File: config.mk
export PLATFORM = sky130hd
export DESIGN_NAME = seq_alu
export DESIGN_NICKNAME = d
export VERILOG_FILES = /design/src/rtl/seq_alu_pkg.sv /design/src/rtl/seq_alu_iter.sv /design/src/rtl/seq_alu.sv
export SDC_FILE = /design/constraint.sdc
export NUM_CORES = 1
export LEC_CHECK = 0
export CORE_ASPECT_RATIO = 0.7
export CORE_MARGIN = 2
export CORE_UTILIZATION = 40
export DETAILED_ROUTE_END_ITERATION = 10
export SLEW_MARGIN = 15
export SYNTH_ARGS = -nofsm -noshare
export SYNTH_HDL_FRONTEND = slang
export SYNTH_SLANG_ARGS = --single-unit
export TNS_END_PERCENT = 5
File: constraint.sdc
create_clock -name clk -period 3.9 [get_ports clk]
set_clock_uncertainty 0.15 [all_clocks]
set_input_delay 0.39 -clock clk [delete_from_list [all_inputs] [get_ports clk]]
set_output_delay 0.39 -clock clk [all_outputs]
set_load 0.03 [all_outputs]
File: src/rtl/seq_alu_pkg.sv
// Shared opcodes and FSM state encodings for the sequential ALU.
package seq_alu_pkg;

    localparam logic [1:0] OP_ADD = 2'b00;
    localparam logic [1:0] OP_SUB = 2'b01;
    localparam logic [1:0] OP_MUL = 2'b10;
    localparam logic [1:0] OP_DIV = 2'b11;

    typedef enum logic [1:0] {
        ST_IDLE = 2'd0,
        ST_BUSY = 2'd1,
        ST_DONE = 2'd2
    } state_t;

endpackage

File: src/rtl/seq_alu_iter.sv
// One combinational iteration: shift-add multiply step or restoring-divide step.
module seq_alu_iter
    import seq_alu_pkg::*;
#(
    parameter int WIDTH = 8
) (
    input  logic [1:0]         op_i,
    input  logic [2*WIDTH-1:0] acc_i,
    input  logic [2*WIDTH-1:0] opa_i,
    input  logic [WIDTH-1:0]   opb_i,
    output logic [2*WIDTH-1:0] acc_o,
    output logic [2*WIDTH-1:0] opa_o,
    output logic [WIDTH-1:0]   opb_o
);

    logic [WIDTH:0] shifted;
    logic           take;

    always_comb begin
        // Divide: partial remainder picks up the next dividend bit, MSB first
        shifted = {acc_i[WIDTH-1:0], opa_i[WIDTH-1]};
        take    = (shifted >= {1'b0, opb_i});
        acc_o   = acc_i;
        opa_o   = opa_i;
        opb_o   = opb_i;
        if (op_i == OP_MUL) begin
            acc_o = acc_i + (opb_i[0] ? opa_i : '0);
            opa_o = {opa_i[2*WIDTH-2:0], 1'b0};
            opb_o = {1'b0, opb_i[WIDTH-1:1]};
        end else begin
            acc_o = {{(WIDTH-1){1'b0}}, (take ? (shifted - {1'b0, opb_i}) : shifted)};
            opa_o = {{WIDTH{1'b0}}, opa_i[WIDTH-2:0], take};
        end
    end

endmodule

File: src/rtl/seq_alu.sv
// Multi-cycle unsigned ALU: single-cycle ADD/SUB, iterative MUL/DIV, valid/ready on both sides.
module seq_alu
    import seq_alu_pkg::*;
#(
    parameter int WIDTH = 8
) (
    input  logic               clk,
    input  logic               rst,
    input  logic               in_valid,
    output logic               in_ready,
    input  logic [1:0]         op,
    input  logic [WIDTH-1:0]   a,
    input  logic [WIDTH-1:0]   b,
    output logic               out_valid,
    input  logic               out_ready,
    output logic [2*WIDTH-1:0] result,
    output logic               flag_carry,
    output logic               flag_zero,
    output logic               flag_dbz
);

    localparam int CW = $clog2(WIDTH);

    state_t             state_q, state_d;
    logic [CW-1:0]      cnt_q, cnt_d;
    logic [1:0]         op_q, op_d;
    logic [2*WIDTH-1:0] acc_q, acc_d, opa_q, opa_d;
    logic [WIDTH-1:0]   opb_q, opb_d;
    logic [2*WIDTH-1:0] result_q, result_d;
    logic               carry_q, carry_d, zero_q, zero_d, dbz_q, dbz_d;
    logic               out_valid_q, out_valid_d;

    logic [2*WIDTH-1:0] acc_nx, opa_nx;
    logic [WIDTH-1:0]   opb_nx;
    logic [WIDTH:0]     sum_ext, diff_ext;

    assign sum_ext  = {1'b0, a} + {1'b0, b};
    assign diff_ext = {1'b0, a} - {1'b0, b};

    seq_alu_iter #(.WIDTH(WIDTH)) u_iter (
        .op_i  (op_q),
        .acc_i (acc_q),
        .opa_i (opa_q),
        .opb_i (opb_q),
        .acc_o (acc_nx),
        .opa_o (opa_nx),
        .opb_o (opb_nx)
    );

    assign in_ready   = (state_q == ST_IDLE) && rst;
    assign out_valid  = out_valid_q;
    assign result     = result_q;
    assign flag_carry = carry_q;
    assign flag_zero  = zero_q;
    assign flag_dbz   = dbz_q;

    always_comb begin
        state_d     = state_q;
        cnt_d       = cnt_q;
        op_d        = op_q;
        acc_d       = acc_q;
        opa_d       = opa_q;
        opb_d       = opb_q;
        result_d    = result_q;
        carry_d     = carry_q;
        zero_d      = zero_q;
        dbz_d       = dbz_q;
        out_valid_d = out_valid_q;
        case (state_q)
            ST_IDLE: begin
                if (in_valid) begin
                    op_d  = op;
                    acc_d = '0;
                    opa_d = {{WIDTH{1'b0}}, a};
                    opb_d = b;
                    cnt_d = '0;
                    if (op == OP_ADD || op == OP_SUB) begin
                        state_d     = ST_DONE;
                        out_valid_d = 1'b1;
                        dbz_d       = 1'b0;
                        if (op == OP_ADD) begin
                            result_d = {{(WIDTH-1){1'b0}}, sum_ext};
                            carry_d  = sum_ext[WIDTH];
                            zero_d   = (sum_ext[WIDTH-1:0] == '0);
                        end else begin
                            result_d = {{WIDTH{1'b0}}, diff_ext[WIDTH-1:0]};
                            carry_d  = diff_ext[WIDTH];
                            zero_d   = (diff_ext[WIDTH-1:0] == '0);
                        end
                    end else if (op == OP_DIV && b == '0) begin
                        state_d     = ST_DONE;
                        out_valid_d = 1'b1;
                        result_d    = {a, {WIDTH{1'b1}}};
                        carry_d     = 1'b0;
                        zero_d      = 1'b0;
                        dbz_d       = 1'b1;
                    end else begin
                        state_d = ST_BUSY;
                    end
                end
            end
            ST_BUSY: begin
                acc_d = acc_nx;
                opa_d = opa_nx;
                opb_d = opb_nx;
                cnt_d = cnt_q + CW'(1);
                if (cnt_q == CW'(WIDTH-1)) begin
                    // Last iteration's outputs go straight into the result register
                    state_d     = ST_DONE;
                    cnt_d       = '0;
                    out_valid_d = 1'b1;
                    carry_d     = 1'b0;
                    dbz_d       = 1'b0;
                    if (op_q == OP_MUL) begin
                        result_d = acc_nx;
                        zero_d   = (acc_nx == '0);
                    end else begin
                        result_d = {acc_nx[WIDTH-1:0], opa_nx[WIDTH-1:0]};
                        zero_d   = (opa_nx[WIDTH-1:0] == '0);
                    end
                end
            end
            ST_DONE: begin
                if (out_ready) begin
                    state_d     = ST_IDLE;
                    out_valid_d = 1'b0;
                end
            end
            default: state_d = ST_IDLE;
        endcase
    end

    always_ff @(posedge clk) begin
        if (!rst) begin
            state_q     <= ST_IDLE;
            cnt_q       <= '0;
            op_q        <= OP_ADD;
            acc_q       <= '0;
            opa_q       <= '0;
            opb_q       <= '0;
            result_q    <= '0;
            carry_q     <= 1'b0;
            zero_q      <= 1'b0;
            dbz_q       <= 1'b0;
            out_valid_q <= 1'b0;
        end else begin
            state_q     <= state_d;
            cnt_q       <= cnt_d;
            op_q        <= op_d;
            acc_q       <= acc_d;
            opa_q       <= opa_d;
            opb_q       <= opb_d;
            result_q    <= result_d;
            carry_q     <= carry_d;
            zero_q      <= zero_d;
            dbz_q       <= dbz_d;
            out_valid_q <= out_valid_d;
        end
    end

endmodule

==> impl_results.md, run 1 <==
* Status: complete, no violations
* Worst slew pin tran at 1.04 ns
* Cells after Synth at 661
* Crit Path Max Fanout at 18
* Clock Latency Late Sink at 0.34 ns
* TNS Setup at 0 ns
* Post-CTS Resized at 0
* Clk buf depth at 2
* DIE AREA at 0.0137 mm^2
* # IOs at 43
* Final setup fails at 0
* RSZ-0062 raised after global routing: false
* Psw at 795 uW
* IO Port Bufs at 42
* Top cells by area, synth: dfxtp_1 (26%), ha_1 (10%), nor2_1 (5.9%), a21oi_1 (5.6%), nand2_1 (3.9%)
* Register area share after synthesis at 26.3%
* Post-route DRC at 0
* Drt wl/cell at 19.3 um
* Peak supply drop at 0.261 mV
* Yosys top cell by area: dfxtp_1
* PwrDens at 379 mW/mm^2
* Slew margin rel. at 30.7%
* Vias at 5041
* Logic gate share of total power at 33.2%
* Vias per cell at 5.90
* Max Cap Violations at 0
* P_leak at 2.39 nW
* Max-slew violations at 0
* Yosys cell types at 64
* First-pass GRT wire length at 26.1 mm
* Final net count at 757
* Yosys reg bits at 67
* Async SR Flop Fraction at 0%
* Fin area at 0.00593 mm^2
* Critical path class: reg -> reg
* First DRT Iteration DRCs at 504
* FILL cells at 1242
* Hold_buf cts at 0
* Pin count of the biggest net entering global routing at 58
* Clock root buffer: clkbuf_16
* Syn avg cell area at 7.73 um^2
* Syn_nets at 729
* Startpoint types: flop
* Synth Cell Area at 0.00511 mm^2
* Drt first pass iters at 5
* Reg clk slew, reported paths at 0.05 ns
* Area growth from synthesis to layout at 16.2%
* Cell Int Power at 1.46 mW
* Htree depth at 3
* Post-CTS Setup Bufs at 0
* Detailed placement HPWL at 12.6 mm
* Fin crit share at 91.0%
* Share of cells above drive strength 1 at 6.49%
* Synth Warn # at 0
* Ant diodes at 0
* DRT antenna net count at 0
* Worst setup EP type: flop
* Sw frac at 35.3%
* Final hold vios at 0
* Grt ovf at 0
* Initial core utilization at 41.1%
* Total GRT Usage at 24.4%
* Clk sink count at 67
* Finished Layout Cells at 855
* Critical path's slowest cell: dfxtp_1
* CP arrival at 3.65 ns
* Max Fclk at 0.282 GHz
* Placed Cells incl. Taps at 840
* Routability Congestion at 0.940
* Initial antenna violation count at 0
* Worst path required time at 4.00 ns
* Max stage delay on crit path at 0.66 ns
* Core area at 0.0124 mm^2
* DRT Wirelength at 16.5 mm
* Minimum clock period at 3.55 ns
* Min-Delay Path Class: reg -> reg
* Sequential power share at 34.3%
* Clock tree from TritonCTS: built
* Top cell type's share of synthesized area at 26.3%
* Die width at 139 um
* Crit-path cells: ha_1 -> inv_1 -> fa_1 -> a21oi_4 -> o21ai_2 -> a2111oi_2 -> nor3_1 -> mux2_1 -> mux2i_1 -> or3b_1 -> o31ai_1
* CTS Buf Count at 9
* EDFF count, synth at 0
* Post-DP Area at 0.00567 mm^2
* Clock network power share at 32.6%
* Die Y at 98.5 um
* Vias in the first global route at 4740
* Ys flop type: dfxtp_1
* Site Rows at 34
cells by family (layout without fill, tap and decap cells):
logic type                 Yosys count  in the layout  synth area share [%]
AOI/OAI and AO/OA                  206            206                  27.1
xor gates and xnor gates            27             27                  4.63
adders and majority gates           46             46                  11.9
buffers and inverters               66             98                  5.24
DFF                                 67             67                  26.3
muxes                               16             16                  3.26
and+or+nand+nor                    233            233                  21.7
power by group through the flow:
| stage | sequential [mW] | combinational, mW | clock [mW] |
|---|---|---|---|
| after floorplan | 0.791 | 0.488 | 0 |
| after detailed placement | 0.783 | 0.726 | 0 |
| after CTS | 0.768 | 0.730 | 0.744 |
| after global placement | 0.781 | 0.717 | 0 |
| after global routing | 0.774 | 0.810 | 0.773 |
| final | 0.771 | 0.746 | 0.733 |
cell usage after synthesis, types with 6 or more instances:
| library cell | number |
|---|---|
| a211oi_1 | 11 |
| a21o_1 | 7 |
| a21oi_1 | 57 |
| a22oi_1 | 17 |
| a31oi_1 | 7 |
| and2_1 | 17 |
| clkbuf_1 | 32 |
| dfxtp_1 | 67 |
| ha_1 | 42 |
| inv_1 | 27 |
| mux2i_1 | 11 |
| nand2_1 | 53 |
| nand2b_1 | 10 |
| nand3_1 | 19 |
| nor2_1 | 80 |
| nor2b_1 | 10 |
| nor3_1 | 17 |
| nor4_1 | 6 |
| o211ai_1 | 13 |
| o21a_1 | 8 |
| o21ai_0 | 33 |
| o21ai_1 | 7 |
| o21bai_1 | 9 |
| xnor2_1 | 17 |
| xor2_1 | 10 |
worst max-delay path: cells and delay by family, from the launching register on:
kind,cells,cell delay (ns)
AOI/OAI and AO/OA,4,0.83
adders and majority gates,2,0.74
DFF,1,0.66
muxes,2,0.55
and+or+nand+nor,2,0.46
buffers and inverters,1,0.07
worst paths after layout:
check,start,to,slack [ns],cells past startpoint
max,opb_q[0]$_SDFFE_PN0P_,flag_zero$_SDFFE_PN0P_,0.35,11
min,result[5]$_SDFFE_PN0P_,result[5]$_SDFFE_PN0P_,0.32,2
min reg2reg,result[5]$_SDFFE_PN0P_,result[5]$_SDFFE_PN0P_,0.32,2
max reg2reg,opb_q[0]$_SDFFE_PN0P_,flag_zero$_SDFFE_PN0P_,0.35,11
cell type report:
class,instances,area [um^2],area share [%]
Clock buffer,12,246,4.15
Sequential cell,67,1340,22.6
Inverter,27,101,1.71
Tap cell,162,203,3.42
Timing Repair Buffer,56,526,8.86
Clock inverter,3,15.0,0.253
Multi-Input combinational cell,528,3500,59.0
flip-flops by register name (all words and copies together), names as in the netlist:
name and cells:
flag_dbz 1, out_valid 1, cnt_q 3, acc_q 16
flag_zero 1, flag_carry 1, state_q 2, opa_q 16
opb_q 8, op_q 2, result 16
cells in the final DEF (no fill, tap or decap), types with 4 or more instances in the layout:
cell type        netlist  routed
a21o_1                 7       7
o21a_1                 8       8
xnor2_1               17      17
mux2i_1               11      11
a221oi_1               5       5
xor2_1                10      10
a21oi_1               57      57
o21ai_1                7       7
dfxtp_1               67      67
nand2b_1              10      10
nand3b_1               4       4
a211oi_1              11      11
clkbuf_16              0       9
clkdlybuf4s50_1        0      42
o21bai_1               9       9
nor2_1                80      80
nand2_1               53      53
a31oi_1                7       7
ha_1                  42      42
a22oi_1               17      17
inv_1                 27      26
nand3_1               19      19
nor3_1                17      17
fa_1                   4       4
a311oi_1               4       4
and2_1                17      17
nor2b_1               10       9
nor4_1                 6       6
o211ai_1              13      13
o21ai_0               33      33
buf_4                  0      14
through the flow:
step	utilization, %	setup slack [ns]	power [mW]	hold WS (ns)
final	47.8	0.350	2.25	0.320
after global routing	47.8	0.182	2.36	0.355
after CTS	47.8	0.425	2.24	0.324
after detailed placement	45.7	0.438	1.51	0.315
after global placement	45.7	0.515	1.50	0.294
after floorplan	-	0.907	1.28	0.290
layer usage:
layer	up-vias	share of wire [%]	track usage, %
met4	0	1.3	6.84
met5	-	0	0
met3	21	8.9	7.43
met2	197	40	34.9
met1	2399	49	35.4
li1	2424	-	-
No activity file was read; power rests on OpenSTA's default activity.
==> run 2: changes to the inputs <==
--- a/config.mk
+++ b/config.mk
@@ -9,6 +9,7 @@
 export CORE_MARGIN = 2
 export CORE_UTILIZATION = 40
 export DETAILED_ROUTE_END_ITERATION = 10
+export DONT_BUFFER_PORTS = 1
 export SLEW_MARGIN = 15
 export SYNTH_ARGS = -nofsm -noshare
 export SYNTH_HDL_FRONTEND = slang
==> run 2 against run 1 <==
Combinational power is 12% lower. Worst setup slack better by 0.21 ns. Sequential cell count stayed put. Maximum frequency is 6.4% higher. Clock power is 29% higher. Sequential power is 3.0% higher. Critical path type unchanged. Largest power group is now the clock network.
==> impl_results.md, run 2 (synthesis gave the netlist of run 1 again) <==
* Post-route DRC at 0
* Max-slew violations at 0
* Max Fclk at 0.300 GHz
* Clock tree from TritonCTS: built
* Post-CTS Setup Bufs at 0
* Min-Delay Path Class: in -> reg
* Vias per cell at 5.95
* Routability Congestion at 0.996
* Die Y at 98.5 um
* Vias at 4839
* Clock Latency Late Sink at 0.35 ns
* Final setup fails at 0
* Detailed placement HPWL at 12.2 mm
* Grt ovf at 0
* Worst setup EP type: flop
* CTS Buf Count at 9
* Clock root buffer: clkbuf_16
* DRT Wirelength at 16.1 mm
* Drt first pass iters at 5
* # IOs at 43
* Pin count of the biggest net entering global routing at 58
* Die width at 139 um
* Clk buf depth at 2
* IO Port Bufs at 0
* Share of cells above drive strength 1 at 7.07%
* Minimum clock period at 3.34 ns
* Fin area at 0.00559 mm^2
* Drt wl/cell at 19.9 um
* Max Cap Violations at 0
* Startpoint types: flop
* Post-CTS Resized at 0
* Hold_buf cts at 0
* Core area at 0.0124 mm^2
* Fin crit share at 85.6%
* DIE AREA at 0.0137 mm^2
* PwrDens at 429 mW/mm^2
* Ant diodes at 0
* Highest-count cells in the layout ignoring fill and taps: nor2_1 (80), dfxtp_1 (67), a21oi_1 (57), nand2_1 (53), ha_1 (42)
* Critical path class: reg -> reg
* Htree depth at 3
* First DRT Iteration DRCs at 535
* RSZ-0062 raised after global routing: false
* First-pass GRT wire length at 25.2 mm
* TNS Setup at 0 ns
* Initial core utilization at 41.1%
* Area growth from synthesis to layout at 9.38%
* DRT antenna net count at 0
* Vias in the first global route at 4316
* Total GRT Usage at 23.6%
* Status: complete, no violations
* Clk sink count at 67
* Total power at 2.40 mW
* Crit Path Max Fanout at 8
* Place WS at 0.606 ns
* Post-DP Area at 0.00524 mm^2
* Reg clk slew, reported paths at 0.06 ns
* Slew margin rel. at 31.1%
* Worst path required time at 4.01 ns
* Commonest non-fill, non-tap cell in the layout: nor2_1
* Final hold vios at 0
* Site Rows at 34
* Initial antenna violation count at 0
* Final net count at 714
* Worst slew pin tran at 1.03 ns
* Setup WS post-layout at 0.563 ns
* Peak supply drop at 0.226 mV
* CP arrival at 3.45 ns
* P_leak at 2.25 nW
run 2: final timing paths:
check,startpoint,end,slack (ns),depth (start not counted)
worst max-delay path,opb_q[0]$_SDFFE_PN0P_,flag_zero$_SDFFE_PN0P_,0.56,11
worst min-delay path,rst,acc_q[8]$_SDFFE_PN0P_,0.03,1
worst max register to register,opb_q[0]$_SDFFE_PN0P_,flag_zero$_SDFFE_PN0P_,0.56,11
worst min register to register,cnt_q[1]$_SDFFE_PN0P_,cnt_q[1]$_SDFFE_PN0P_,0.32,2
run 2: through the flow:
step / util [%] / hold WS [ns] / std cells
floorplan: - / 0.290 / 661
global placement: 42.2 / 0.307 / 797
detailed placement: 42.2 / 0.312 / 797
CTS: 45.0 / 0.0206 / 813
global route: 45.0 / 0.0237 / 813
finish: 45.0 / 0.0267 / 813
run 2: area by class of cell:
class / count / area [um^2]
Fill cell: 1237 / 6840
Tap cell: 162 / 203
Clock buffer: 10 / 229
Timing Repair Buffer: 13 / 97.6
Multi-Input combinational cell: 528 / 3500
Inverter: 27 / 101
Clock inverter: 6 / 114
Sequential cell: 67 / 1340
run 2: worst max-delay path: stages, from the launching register on:
cell	delay [ns]
dfxtp_1	0.48
ha_1	0.24
inv_1	0.06
fa_1	0.43
a21oi_4	0.16
o21ai_2	0.08
a2111oi_2	0.37
nor3_1	0.12
mux2_1	0.38
mux2i_1	0.19
or3b_1	0.36
o31ai_1	0.23
run 2: power breakdown:
group	leakage (nW)	total [mW]	internal (mW)	switching, mW
combinational	1.55	0.657	0.251	0.406
clock	0.159	0.946	0.625	0.321
sequential	0.547	0.794	0.724	0.0701
run 2: layer usage:
layer	vias to the layer above	global-route usage [%]	wire length [um]
met5	-	0	0
met4	0	5.05	172
met3	18	6.27	1260
met2	193	31.9	6290
met1	2300	36.9	8430
li1	2328	-	-
